===== config.mk =====
export PLATFORM = sky130hd
export DESIGN_NAME = decoder_sequencer
export DESIGN_NICKNAME = d
export VERILOG_FILES = /design/src/rtl/decoder_sequencer.sv
export SDC_FILE = /design/constraint.sdc
export NUM_CORES = 1
export LEC_CHECK = 0
export ABC_AREA = 1
export CORE_MARGIN = 8
export CORE_UTILIZATION = 25
export DETAILED_ROUTE_END_ITERATION = 16
export GPL_TIMING_DRIVEN = 0
export PLACE_DENSITY = 0.67
export SETUP_SLACK_MARGIN = 0.05
export SLEW_MARGIN = 20
export SYNTH_ARGS = -nofsm -noshare
export SYNTH_HDL_FRONTEND = slang
export SYNTH_SLANG_ARGS = --single-unit

===== constraint.sdc =====
create_clock -name Clock_i -period 4.2 [get_ports Clock_i]
set_clock_uncertainty 0.1 [all_clocks]
set_input_delay 0.84 -clock Clock_i [delete_from_list [all_inputs] [get_ports Clock_i]]
set_output_delay 0.84 -clock Clock_i [all_outputs]
set_load 0.01 [all_outputs]

===== src/rtl/decoder_sequencer.sv =====
// -----------------------------------------------------------------------------
// decoder_sequencer
// Runs the image decode pipeline one stage at a time: lossless decode (M3),
// IDCT (M2), then colour-space/upsampling (M1). Each stage gets a one-cycle
// enable pulse, owns the shared SRAM port until it returns its done pulse,
// and is declared hung if it runs TIMEOUT_CYCLES cycles without finishing.
//
// Build option: define LOSSLESS_DECODE_EN to include the M3 stage. Without
// it the sequence is M2 -> M1, M3_enable_o is tied low and all M3 inputs
// are ignored.
//
// Ports
//   Clock_i, Resetn_i         system clock, async active-low reset
//   Start_i                   one-cycle request to decode one image
//   Mx_enable_o               one-cycle start pulse to stage x (x = 3,2,1)
//   Mx_done_i                 one-cycle completion pulse from stage x
//   Mx_SRAM_*_i               per-stage SRAM request bus
//   SRAM_*_o                  shared SRAM port (combinational mux)
//   Busy_o                    a stage is starting or running
//   Done_o                    one-cycle pulse when the image is finished
//   Error_o                   sticky hang indicator, cleared by Start_i
//   Stage_o                   bus owner: 0 none, 1 M3, 2 M2, 3 M1
// -----------------------------------------------------------------------------
module decoder_sequencer #(
  parameter logic [23:0] TIMEOUT_CYCLES = 24'd4000000
) (
  input  logic        Clock_i,
  input  logic        Resetn_i,
  input  logic        Start_i,
  output logic        M3_enable_o,
  output logic        M2_enable_o,
  output logic        M1_enable_o,
  input  logic        M3_done_i,
  input  logic        M2_done_i,
  input  logic        M1_done_i,
  input  logic [17:0] M3_SRAM_address_i,
  input  logic [15:0] M3_SRAM_write_data_i,
  input  logic        M3_SRAM_we_n_i,
  input  logic [17:0] M2_SRAM_address_i,
  input  logic [15:0] M2_SRAM_write_data_i,
  input  logic        M2_SRAM_we_n_i,
  input  logic [17:0] M1_SRAM_address_i,
  input  logic [15:0] M1_SRAM_write_data_i,
  input  logic        M1_SRAM_we_n_i,
  output logic [17:0] SRAM_address_o,
  output logic [15:0] SRAM_write_data_o,
  output logic        SRAM_we_n_o,
  output logic        Busy_o,
  output logic        Done_o,
  output logic        Error_o,
  output logic [1:0]  Stage_o
);

  // state      | meaning
  // S_IDLE     | waiting for Start
  // S_M3_START | enable pulse to lossless decode, SRAM writes blocked
  // S_M3_RUN   | lossless decode owns SRAM, waiting for M3_done
  // S_M2_START | enable pulse to IDCT, SRAM writes blocked
  // S_M2_RUN   | IDCT owns SRAM, waiting for M2_done
  // S_M1_START | enable pulse to colour-space stage, SRAM writes blocked
  // S_M1_RUN   | colour-space stage owns SRAM, waiting for M1_done
  // S_FINISH   | Done pulse, then back to idle
  // S_ERROR    | a stage hung; Error held until the next Start
`ifdef LOSSLESS_DECODE_EN
  typedef enum logic [3:0] {
    S_IDLE, S_M3_START, S_M3_RUN, S_M2_START, S_M2_RUN,
    S_M1_START, S_M1_RUN, S_FINISH, S_ERROR
  } state_t;
  localparam state_t S_FIRST = S_M3_START;
`else
  typedef enum logic [3:0] {
    S_IDLE, S_M2_START, S_M2_RUN, S_M1_START, S_M1_RUN, S_FINISH, S_ERROR
  } state_t;
  localparam state_t S_FIRST = S_M2_START;

  logic unused_m3;
  assign unused_m3 = ^{M3_done_i, M3_SRAM_address_i, M3_SRAM_write_data_i, M3_SRAM_we_n_i};
`endif

  state_t      state_q, state_d;
  logic [23:0] cnt_q, cnt_d;
  logic        timeout;

  // Counter is zero in the first run cycle, so it reads TIMEOUT_CYCLES-1 in
  // the last cycle a stage is allowed to run.
  assign timeout = (cnt_q == TIMEOUT_CYCLES - 24'd1);

  always_ff @(posedge Clock_i or negedge Resetn_i) begin
    if (!Resetn_i) begin
      state_q <= S_IDLE;
      cnt_q   <= '0;
    end else begin
      state_q <= state_d;
      cnt_q   <= cnt_d;
    end
  end

  always_comb begin
    state_d = state_q;
    cnt_d   = cnt_q;
    unique case (state_q)
      S_IDLE, S_ERROR: begin
        if (Start_i) state_d = S_FIRST;
      end
`ifdef LOSSLESS_DECODE_EN
      S_M3_START: begin
        state_d = S_M3_RUN;
        cnt_d   = '0;
      end
      S_M3_RUN: begin
        if (M3_done_i)    state_d = S_M2_START;
        else if (timeout) state_d = S_ERROR;
        else              cnt_d   = cnt_q + 24'd1;
      end
`endif
      S_M2_START: begin
        state_d = S_M2_RUN;
        cnt_d   = '0;
      end
      S_M2_RUN: begin
        if (M2_done_i)    state_d = S_M1_START;
        else if (timeout) state_d = S_ERROR;
        else              cnt_d   = cnt_q + 24'd1;
      end
      S_M1_START: begin
        state_d = S_M1_RUN;
        cnt_d   = '0;
      end
      S_M1_RUN: begin
        if (M1_done_i)    state_d = S_FINISH;
        else if (timeout) state_d = S_ERROR;
        else              cnt_d   = cnt_q + 24'd1;
      end
      S_FINISH: state_d = S_IDLE;
      default:  state_d = S_IDLE;
    endcase
  end

  // All outputs decode the registered state only (plus the owner's bus), so
  // an asynchronous reset forces them to their idle values immediately.
  always_comb begin
    M3_enable_o       = 1'b0;
    M2_enable_o       = 1'b0;
    M1_enable_o       = 1'b0;
    SRAM_address_o    = '0;
    SRAM_write_data_o = '0;
    SRAM_we_n_o       = 1'b1;
    Busy_o            = 1'b0;
    Done_o            = 1'b0;
    Error_o           = 1'b0;
    Stage_o           = 2'd0;
    unique case (state_q)
`ifdef LOSSLESS_DECODE_EN
      S_M3_START: begin
        M3_enable_o       = 1'b1;
        Busy_o            = 1'b1;
        Stage_o           = 2'd1;
        SRAM_address_o    = M3_SRAM_address_i;
        SRAM_write_data_o = M3_SRAM_write_data_i;
      end
      S_M3_RUN: begin
        Busy_o            = 1'b1;
        Stage_o           = 2'd1;
        SRAM_address_o    = M3_SRAM_address_i;
        SRAM_write_data_o = M3_SRAM_write_data_i;
        SRAM_we_n_o       = M3_SRAM_we_n_i;
      end
`endif
      S_M2_START: begin
        M2_enable_o       = 1'b1;
        Busy_o            = 1'b1;
        Stage_o           = 2'd2;
        SRAM_address_o    = M2_SRAM_address_i;
        SRAM_write_data_o = M2_SRAM_write_data_i;
      end
      S_M2_RUN: begin
        Busy_o            = 1'b1;
        Stage_o           = 2'd2;
        SRAM_address_o    = M2_SRAM_address_i;
        SRAM_write_data_o = M2_SRAM_write_data_i;
        SRAM_we_n_o       = M2_SRAM_we_n_i;
      end
      S_M1_START: begin
        M1_enable_o       = 1'b1;
        Busy_o            = 1'b1;
        Stage_o           = 2'd3;
        SRAM_address_o    = M1_SRAM_address_i;
        SRAM_write_data_o = M1_SRAM_write_data_i;
      end
      S_M1_RUN: begin
        Busy_o            = 1'b1;
        Stage_o           = 2'd3;
        SRAM_address_o    = M1_SRAM_address_i;
        SRAM_write_data_o = M1_SRAM_write_data_i;
        SRAM_we_n_o       = M1_SRAM_we_n_i;
      end
      S_FINISH: Done_o  = 1'b1;
      S_ERROR:  Error_o = 1'b1;
      default: ;
    endcase
  end

endmodule


==> flow_metrics.tcl, run 1 <==
set metrics [dict create \
    die_x_um 117 \
    cts_buffers 3 \
    reg2reg_from "cnt_q[0]" \
    wire_per_inst_um 13.6 \
    r2r_slack_ns 2.19 \
    clock_sinks 28 \
    setup_tns_ns 0 \
    startpoint_type "flop" \
    status "finished, final reports clean" \
    crit_fanout 10 \
    setup_violations 0 \
    final_cell_area_um2 3920 \
    grt_antenna_before_repair 0 \
    yosys_most_used_dff "dfrtp_1" \
    drt_first_pass_iters 5 \
    synth_cells 417 \
    ys_warn_count 0 \
    drc 0 \
    vias 3029 \
    final_cells 673 \
    reg2reg_depth 9 \
    post_cts_resized 0 \
    ir_worst_vdd_mv 0.141 \
    grt-ovfl-total 0 \
    clk_path_buf_depth 2 \
    synth-seq-cells 28 \
    yosysTopAreaCell "dfrtp_1" \
    drive_gt1_share_pct 8.94 \
    place_area_um2 3880 \
    grt_pass1_vias 3054 \
    hp-class "flop to flop" \
    cp_data_required_time_ns 3.26 \
    fin_crit_sh_pct 80.5 \
    area_growth_pct 53.9 \
    grt_max_degree 29 \
    synth_area_um2 2550 \
    die_h_um 117 \
    crit_chain "nor2_2 -> inv_2 -> nor2_8 -> inv_6 -> nor2_4 -> clkbuf_2 -> o21ai_0 -> nand2_1 -> clkdlybuf4s50_1" \
    clk_latency_ns 0.28 \
    antenna_cells 0 \
    cpPeakStageDelay_ns 0.53 \
    endpoint_kind "primary output" \
    critPathLaunch "state_q[3]" \
    finalHoldViolCount 0 \
    wl_mm 9.18 \
    critPathSlowestCell "clkdlybuf4s50_1" \
    coreArea_um2 10100 \
    ios 154 \
    path_clk_slew_ns 0.09 \
    grt_pass1_wl_mm 14.6 \
    row_count 37 \
    synth.avg_cell_area_um2 6.11 \
    die-area_um2 13700 \
    r2r_end "cnt_q[16]" \
    gp_congestion 0.867 \
    netlist_top_cells_count "nand2_1, nor2_1, o21ai_0" \
    yosysTopAreaCellShare_pct 27.5 \
    layout.nets 651 \
    cts_tree "yes" \
    postCtsHoldBufs 0 \
    leakagePower_nw 1.82 \
    grt_use_total_pct 13.2 \
    min_period_ns 3.38 \
    port_buffers 116 \
    slew_violations 0 \
    ant_nets 0 \
    dp.cells 670 \
    drt-initial-drc-count 202 \
    cts-root-buf "clkbuf_8" \
    max-slew-margin-rel_pct 58.1 \
    cts_setup_buffers 0 \
    synthTopCellsByArea "dfrtp_1, nand2_1, nor2_1" \
    htreeDepth 1 \
    rsz0062_at_grt "false" \
    tightest_slew_ns 0.628 \
    start_util_pct 25.2 \
    crit_path_end "SRAM_address_o[9]" \
    yosysSeqAreaShare_pct 27.5 \
    dpl.hpwl_mm 7.66 \
    powerDensity_nw_per_um2 343 \
    synthArstFlopShare_pct 100 \
    crit_arrival_ns 2.44 \
    max_freq_ghz 0.296 \
    synth_most_common_cell "nand2_1" \
    hold_slack_ns 0.412 \
    drv_cap 0 \
    synth_cell_types 37 \
    critPathKind "flop to primary output" \
    viasPerCell 4.50 \
    n_fill_cell 1082 \
    synth_edf_count 0 \
]
-- worst min path at each step --
stage               startpoint        to  slack [ns]  cells after the start
floorplan             cnt_q[1]  cnt_q[1]        0.37                      2
global placement      cnt_q[1]  cnt_q[1]        0.39                      2
detailed placement    cnt_q[1]  cnt_q[1]        0.40                      2
CTS                   cnt_q[1]  cnt_q[1]        0.42                      2
global route          cnt_q[1]  cnt_q[1]        0.45                      2
finish                cnt_q[1]  cnt_q[1]        0.41                      2
-- registers in the layout, indices dropped and copies added (netlist names) --
register  flops
cnt_q        24
state_q       4
-- layer usage --
layer / part of all wire, % / vias to the layer above / GRT usage [%]
met3: 9.4 / 14 / 2.36
met4: 2.3 / 0 / 5.12
li1: - / 1554 / -
met1: 42 / 1354 / 15.8
met5: 0 / - / 0
met2: 47 / 107 / 22.9
-- area by class of cell --
class                           count  area [µm²]  share of cell area (%)
Multi-Input combinational cell    345        1610                    41.1
Timing Repair Buffer              116        1160                    29.5
Sequential cell                    28         701                    17.9
Tap cell                          136         170                    4.34
Inverter                           30         128                    3.26
Buffer                             15         113                    2.87
Clock buffer                        3        41.3                    1.05
-- kinds of logic (layout without fill, tap and decap cells) --
| logic type | Yosys count | in the layout | share of synthesized area (%) |
|---|---|---|---|
| adders and majority gates | 1 | 1 | 0.491 |
| xor gates and xnor gates | 12 | 12 | 4.13 |
| and+or+nand+nor | 287 | 287 | 49.2 |
| other | 1 | 2 | 0.147 |
| DFF | 28 | 28 | 27.5 |
| AOI/OAI and AO/OA | 43 | 43 | 9.04 |
| buffers and inverters | 45 | 164 | 9.43 |
-- critical path, delay by kind of cell, from the launching register on --
kind                   cells  cell delay, ns
buffers and inverters      4            0.97
and+or+nand+nor            4            0.68
DFF                        1            0.40
AOI/OAI and AO/OA          1            0.12
-- power by group --
group	switching [mW]	total, mW	internal [mW]
registers	0.0311	0.323	0.292
logic	0.450	0.876	0.426
clock network	0.0819	0.146	0.0646
-- placed cells by master (no fill, tap or decap) --
master           netlist  layout
buf_4                  4       4
o21ai_1                2       2
o211ai_1               1       1
nor3_1                 1       1
inv_2                  5       5
buf_2                  3       4
o21ai_0               34      34
xnor2_1                3       3
nand2_8                1       1
inv_1                 22      22
o21ai_2                1       1
buf_12                 1       1
inv_8                  1       1
nand2_2               10      10
nand2_1              183     183
clkbuf_1               3       3
xor2_1                 9       9
clkbuf_8               0       3
o21bai_1               3       3
a21oi_1                1       1
conb_1                 1       2
nor2_1                46      46
nand3_1               20      20
clkbuf_2               2       2
inv_6                  1       1
nor2_2                 5       5
nand4_1               12      12
ha_1                   1       1
buf_6                  1       1
dfrtp_1               28      28
buf_8                  1       1
inv_4                  1       1
nor2_4                 3       3
a31oi_1                1       1
nand3_2                2       2
nand2_4                1       1
nand3b_1               2       2
nor2_8                 1       1
clkdlybuf4s50_1        0     115
-- through the flow --
step / setup WS (ns) / power, mW / util [%]
finish: 0.821 / 1.35 / 38.8
global route: 0.611 / 1.45 / 38.8
CTS: 0.778 / 1.37 / 38.8
detailed placement: 1.10 / 1.21 / 38.4
global placement: 1.14 / 1.20 / 38.5
floorplan: 1.85 / 0.766 / -
Power figures use the tool's default switching activity.
==> run 2: changes to the inputs <==
PLACE_DENSITY = 0.69   (was 0.67)
clock period = 3 ns   (was 4.2 ns; I/O delays follow)
==> run 2 against run 1 <==
  * Cell area rose by 2.6%
  * Combinational power rose by 34%
  * Sequential power rose by 40%
  * Clock power rose by 110%
  * Critical endpoint is now SRAM_write_data_o[13]
  * Critical path type unchanged
==> flow_metrics.tcl, run 2 (synthesis gave the netlist of run 1 again) <==
set metrics [dict create \
    top_regs "cnt_q: 24 flops, state_q: 4 flops" \
    port_buffers 116 \
    dpl.hpwl_mm 7.71 \
    crit_arrival_ns 2.23 \
    max-slew-margin-rel_pct 58.4 \
    ant_nets 0 \
    setup_tns_ns 0 \
    setup_violations 0 \
    grt_pass1_vias 2970 \
    reg2reg_from "cnt_q[0]" \
    place_area_um2 3880 \
    gr-usage-met2_pct 23.5 \
    clk_path_buf_depth 2 \
    cp_data_required_time_ns 2.30 \
    start_util_pct 25.2 \
    drc 0 \
    status "finished, final reports clean" \
    largest_reg_flops 24 \
    vias 3102 \
    die_h_um 117 \
    slew_violations 0 \
    wire_per_inst_um 13.8 \
    cpPeakStageDelay_ns 0.54 \
    htreeDepth 1 \
    antenna_cells 0 \
    critPathSlowestCell "clkdlybuf4s50_1" \
    die_x_um 117 \
    final_cell_area_um2 4020 \
    grt.busiest_layer "met2" \
    layout.nets 653 \
    leakagePower_nw 2.24 \
    drt_first_pass_iters 6 \
    timing.final.ws_setup_ns 0.0681 \
    drt-initial-drc-count 232 \
    grt_max_degree 29 \
    max_freq_ghz 0.341 \
    rsz0062_at_grt "true" \
    crit_chain "nor2_4 -> inv_2 -> nor2_8 -> inv_6 -> nor2_4 -> nor2_2 -> inv_4 -> buf_6 -> nand2_1 -> nand2_1 -> clkdlybuf4s50_1" \
    dp.cells 670 \
    critPathKind "flop to primary output" \
    min_period_ns 2.93 \
    regMostFlops "cnt_q" \
    clk_latency_ns 0.28 \
    drv_cap 0 \
    row_count 37 \
    path_clk_slew_ns 0.10 \
    finalHoldViolCount 0 \
    cts_buffers 3 \
    startpoint_type "flop" \
    viasPerCell 4.59 \
    grt_pass1_wl_mm 14.4 \
    grt_use_total_pct 12.9 \
    hold_slack_ns 0.218 \
    mostFrequentLayoutCells "nand2_1, clkdlybuf4s50_1, nor2_1" \
    pre_cts_slack_ns 0.127 \
    critPathLaunch "state_q[2]" \
    powerDensity_nw_per_um2 478 \
    grt_antenna_before_repair 0 \
    cts-root-buf "clkbuf_8" \
    wl_mm 9.34 \
    area_growth_pct 57.8 \
    hp-class "input pin to async pin" \
    use_met3_pct 2.31 \
    ir_worst_vdd_mv 0.175 \
    layout_commonest_cell "nand2_1" \
    crit_fanout 10 \
    globalRouteMet1Util_pct 15.2 \
    drive_gt1_share_pct 9.63 \
    clock_sinks 28 \
    tightest_slew_ns 0.624 \
    ios 154 \
    final_cells 676 \
    grt-ovfl-total 0 \
    endpoint_kind "primary output" \
    gp_congestion 0.890 \
    cts_tree "yes" \
    fin_crit_sh_pct 97.7 \
    coreArea_um2 10100 \
    die-area_um2 13700 \
]
==> run 2: area by class of cell <==
cell class / instances / area [µm²]
Buffer: 15 / 133
Clock buffer: 3 / 41.3
Clock inverter: 1 / 30.0
Fill cell: 1065 / 6070
Inverter: 30 / 128
Multi-Input combinational cell: 345 / 1610
Sequential cell: 28 / 702
Tap cell: 136 / 170
Timing Repair Buffer: 118 / 1200
==> run 2: power breakdown <==
| part | leakage (nW) | total, mW | switching, mW | internal [mW] |
|---|---|---|---|---|
| registers | 0.384 | 0.453 | 0.0427 | 0.410 |
| clock network | 0.0357 | 0.300 | 0.121 | 0.179 |
| logic | 1.82 | 1.17 | 0.629 | 0.541 |
| total | 2.24 | 1.92 | 0.793 | 1.13 |
==> run 2: metal layers <==
layer  up-vias  part of all wire [%]  routed length, µm
li1       1558                     -                  -
met1      1403                    43               3980
met2       123                    47               4370
met3        18                   8.7                811
met4         0                   1.8                171
met5         -                     0                  0
==> run 2: worst max-delay path: cells and delay by family (launching register included) <==
kind | cells | cell delay [ns]
simple gates | 6 | 0.57
flops | 1 | 0.42
buf+inv | 5 | 0.94
==> run 2: path summary, 6_finish.rpt <==
kind                                          to  slack [ns]  depth (start not counted)
max                        SRAM_write_data_o[13]        0.07                         11
min                                     cnt_q[4]        0.22                          1
max reg2reg                            cnt_q[14]        1.01                         10
min reg2reg                             cnt_q[1]        0.41                          2
max in group asynchronous             state_q[1]        2.13                          1
min in group Clock_i                    cnt_q[1]        0.41                          2
==> run 2: timing repair <==
item | 4_1_cts | 5_1_grt
resized for setup | 25 | 23
setup buffers | 2 | 0
hold endpoints to repair | 0 | 0
setup endpoints to repair | 33 | 21
pin swaps | 2 | 1
hold buffers | 0 | 0
==> run 2: through the flow <==
| step | util [%] | power, mW |
|---|---|---|
| floorplan | - | 1.07 |
| global placement | 38.5 | 1.68 |
| detailed placement | 38.4 | 1.70 |
| CTS | 39.3 | 1.98 |
| global route | 39.8 | 2.07 |
| finish | 39.8 | 1.92 |
